File: config.mk
export PLATFORM = sky130hd
export DESIGN_NAME = audio_pwm_out
export DESIGN_NICKNAME = d
export VERILOG_FILES = /design/src/rtl/audio_pwm_out.sv
export SDC_FILE = /design/constraint.sdc
export NUM_CORES = 1
export LEC_CHECK = 0
export BUFFER_PORTS_ARGS = -buffer_cell sky130_fd_sc_hd__buf_2
export CORE_ASPECT_RATIO = 1.75
export CORE_MARGIN = 3
export CORE_UTILIZATION = 45
export DETAILED_ROUTE_END_ITERATION = 10
export HOLD_SLACK_MARGIN = 0.12
export PLACE_DENSITY = 0.75
export SETUP_SLACK_MARGIN = 0.4
export SYNTH_ARGS = -nofsm -noshare
export SYNTH_HDL_FRONTEND = slang
export SYNTH_SLANG_ARGS = --single-unit
File: constraint.sdc
create_clock -name clk -period 1.9 [get_ports clk]
set_input_delay 0.095 -clock clk [delete_from_list [all_inputs] [get_ports clk]]
set_output_delay 0.095 -clock clk [all_outputs]
set_load 0.05 [all_outputs]
File: src/rtl/audio_pwm_out.sv
// audio_pwm_out: 8-bit sample holding register feeding a 256-tick PWM
// modulator with frame-start marking and a sticky overrun flag.
// Optional build macro AUDIO_PWM_SD_EN replaces the PWM compare with a
// first-order delta-sigma modulator; the frame/load logic is unchanged.
//
// sample_valid/sample_in form a push-only strobe: there is no ready, every
// strobe is captured, and a strobe that lands on an unconsumed sample sets
// overrun while still overwriting it.
module audio_pwm_out #(
    parameter int DIV = 1
) (
    input  logic       clk,
    input  logic       rst,
    input  logic [7:0] sample_in,
    input  logic       sample_valid,
    input  logic       enable,
    input  logic       clear_ovr,
    output logic       pwm_out,
    output logic       frame_start,
    output logic [7:0] duty,
    output logic       overrun
);

    localparam int PW = (DIV > 1) ? $clog2(DIV) : 1;
    localparam logic [PW-1:0] PRESC_LAST = PW'(DIV - 1);

    logic [PW-1:0] presc;
    logic [7:0]    cnt;
    logic [7:0]    hold;
    logic          pend;
    logic          tick;
    logic          wrap;

    logic [7:0]    duty_d;
    logic          pend_d;
    logic          overrun_d;

    assign tick = enable && (presc == PRESC_LAST);
    assign wrap = tick && (cnt == 8'hFF);

    // Prescaler: one tick every DIV enabled clocks, parked at 0 while disabled.
    always_ff @(posedge clk) begin
        if (rst || !enable) begin
            presc <= '0;
        end else if (tick) begin
            presc <= '0;
        end else begin
            presc <= presc + 1'b1;
        end
    end

    // Period counter: 256 ticks per frame, restarts from 0 after re-enable.
    always_ff @(posedge clk) begin
        if (rst || !enable) begin
            cnt <= 8'd0;
        end else if (tick) begin
            cnt <= cnt + 8'd1;
        end
    end

    // Next duty / pending / overrun: a strobe on the wrap cycle bypasses the
    // holding register and is consumed immediately, so it never overruns.
    always_comb begin
        duty_d    = duty;
        pend_d    = pend;
        overrun_d = overrun;
        if (wrap) begin
            if (sample_valid) begin
                duty_d = sample_in;
            end else if (pend) begin
                duty_d = hold;
            end
            pend_d = 1'b0;
        end else if (sample_valid) begin
            pend_d = 1'b1;
        end
        if (sample_valid && pend && !wrap) begin
            overrun_d = 1'b1;
        end else if (clear_ovr) begin
            overrun_d = 1'b0;
        end
    end

    // Capture, load and status registers; capture runs regardless of enable.
    always_ff @(posedge clk) begin
        if (rst) begin
            duty        <= 8'h80;
            hold        <= 8'h80;
            pend        <= 1'b0;
            overrun     <= 1'b0;
            frame_start <= 1'b0;
        end else begin
            duty        <= duty_d;
            pend        <= pend_d;
            overrun     <= overrun_d;
            frame_start <= wrap;
            if (sample_valid) begin
                hold <= sample_in;
            end
        end
    end

`ifdef AUDIO_PWM_SD_EN
    // Only the low byte of the 9-bit accumulator carries state; bit 8 of the
    // fresh sum is the output bit, so it is never stored.
    logic [7:0] acc;
    logic [8:0] acc_sum;

    assign acc_sum = {1'b0, acc} + {1'b0, duty};

    // Delta-sigma modulator: one accumulate per tick, output held between ticks.
    always_ff @(posedge clk) begin
        if (rst || !enable) begin
            acc     <= 8'd0;
            pwm_out <= 1'b0;
        end else if (tick) begin
            acc     <= acc_sum[7:0];
            pwm_out <= acc_sum[8];
        end
    end
`else
    // PWM compare: high while the period counter is below the duty value.
    always_ff @(posedge clk) begin
        if (rst) begin
            pwm_out <= 1'b0;
        end else begin
            pwm_out <= enable && (cnt < duty);
        end
    end
`endif

endmodule

==> results.toml <==
[timing]
fmaxAchievable_mhz = 661
min_period_over_period = 0.796
slew_violations = 0
hold_viol = 0
tns_ps = 0
finalSetupViolCount = 0
rsz0062_at_grt = "yes"
fin_crit_ps = 1510
clock_skew_ps = 5.55

[synth]
syn_inst = 132
synth_common_cells = "dfxtp_1 (29), nor2_1 (17)"
yosys-top-cells-area = "dfxtp_1 (44%), ha_1 (7.5%), mux2_2 (6.8%)"
yosysTopAreaCellShare = 0.437
syn_nets = 153
postSynthAreaPerCell_sq_um = 10.1
netlist_area_sq_um = 1330
synth_area_leader_cell = "dfxtp_1"
seq_area_frac_synth = 0.437
ys_types = 32
yosysMostFrequentCell = "dfxtp_1"
synthFlopType = "dfxtp_1"
synth_edf_count = 0
ys_ff_latch = 29
ys_warn_count = 0
async_reset_ff_frac = 0

[routing]
wl_per_cell_um = 14.3
wl_mm = 2.88
drc = 0
dr_total_vias = 1108
postRouteAntennaNets = 0
via_per_inst = 5.51
drtIter0Drc = 16
drt_first_pass_iters = 4

[global_routing]
grt_util_met2 = 0.312
busiest_layer = "met2"
use_met1 = 0.166
grt_max_degree = 23
grt_pass1_wl_mm = 4.68
globalRouteOverflowTotal = 0
use_met3 = 0.0580
grt_pass1_vias = 1105
antenna_found_initial = 0
grt_usage = 0.179

[flow_run]
cap_viol_max_count = 0

[setup_path]
r2r_slack_ps = 390
cp_num_buf_inv = 0
cpPeakStageDelay_ps = 640
crit_chain = "ha_4 > nand4b_4 > or4_2 > a21oi_2"
critPathKind = "reg -> reg"
end_kind = "register"
start_kind = "register"
path_depth = 4
cpMaxStageDelayCell = "or4_2"
worst-path-max-fanout = 4
critPathTopFamily = "simple AND/OR/NAND/NOR gates"
cp.arrival_ps = 1720
r2r_cells = 4
cp.required_ps = 2110

[layout]
n_antenna_cell = 0
drive_gt1_frac = 0.397
seqCellArea_sq_um = 603
final_cell_count_no_fill = 201
area_delta_synth_final_pct = 30.0
multiInputGateArea_sq_um = 706
fill_cells = 231
num-nets-final = 195

[clock_network]
clk_pin_slew_ps = 60
cts.path.max_buffers = 2
cts_sinks = 29
cts_root_buf = "clkbuf_8"
clkLatencyLatePin_ps = 280
cts_made_buffers = 5
ctsHtreeMaxLevel = 2
tritoncts = "yes"

[worst_hold_path]
hold_path_depth = 3
hold_path_class = "in -> reg"

[die]
fp.dieArea_sq_um = 3660
die_h_um = 77.9
coreArea_sq_um = 2750
die_w_um = 47.1
ios = 24
rows = 25
initial_core_util = 0.482

[place]
gp_congestion = 0.822
port_buffers = 23
place_hpwl_mm = 2.01
placed_cells = 178

[power]
power.total_mw = 1.21
vdd_drop_max_uv = 479
leakagePower_nw = 0.759
power_density_nw_per_um2 = 702

[run_status]
status = "complete, no violations"
layout make-up:
| type | instances | share of cell area |
|---|---|---|
| clock buffers | 7 | 0.0500 |
| inverters | 8 | 0.0174 |
| multi-input cells | 90 | 0.409 |
| flip-flops and latches | 29 | 0.350 |
| well taps | 27 | 0.0196 |
| repair buffers | 40 | 0.154 |
routing by layer:
metal  vias up  share of wire
li1        545              -
met1       520           0.36
met2        31           0.55
met3        12          0.056
met4         0          0.038
met5         -              0
report_power, final:
part	internal [mW]	total, mW	switching [mW]
combinational	0.0410	0.0841	0.0431
clock	0.286	0.496	0.210
sequential	0.621	0.630	0.00969
through the flow:
stage	instance area [sq um]	hold slack (ps)	setup WS [ps]	util
after floorplan	1360	191	361	-
after global placement	1470	275	368	0.535
after detailed placement	1470	285	306	0.535
after CTS	1700	124	386	0.617
after global routing	1730	130	354	0.627
final	1730	129	387	0.627
worst register-to-register path: cells and delay by family (launching register included):
family          cells  cell delay [ps]
fa+ha+maj           1              150
compound gates      1              150
flops               1              370
simple gates        2              770
layout by cell type, fill, tap and decap left out, types with 2 or more instances in the layout:
cell and n:
nor2_1 17, dfxtp_4 4, o31ai_1 3, or3_2 2
ha_1 7, nand2_1 4, o211ai_1 2, dfxtp_1 19
mux2i_1 8, buf_4 8, mux2_2 6, nand2b_1 3
inv_1 8, a21oi_1 6, dfxtp_2 6, clkbuf_8 6
dlygate4sd3_1 8, buf_2 23, nand4_1 4, nor3_1 4
a21oi_2 2, o21ai_0 2, or4_2 3, mux2_4 2
nor2b_1 3
cell families (layout without fill, tap and decap cells):
kind of cell               Yosys count  in the layout  synth area share
adders and majority gates            8              8            0.0754
AOI/OAI and AO/OA                   18             18            0.0886
and+or+nand+nor                     45             45             0.203
xor gates and xnor gates             2              2            0.0132
DFF                                 29             29             0.437
buffers and inverters               13             55            0.0518
muxes                               16             16             0.128
other                                1              1           0.00282
registers in the layout, indices dropped and copies added, names as in the netlist:
signal	count
cnt	8
duty	8
frame_start	1
hold	8
overrun	1
pend	1
presc	1
pwm_out	1
path summary, 6_finish.rpt:
path,startpoint,endpoint
max,cnt[1],cnt[6]
min,sample_in[5],hold[5]
max reg2reg,cnt[1],cnt[6]
min reg2reg,pend,overrun
repair_timing:
action,4_1_cts,5_1_grt
hold buffers,8,0
setup buffers,5,3
endpoints found under the setup margin,10,11
cloned,0,0
hold endpoints to repair,8,0
gates resized for setup,9,2
pin swaps,1,2
(Power assumes the default switching activity.)
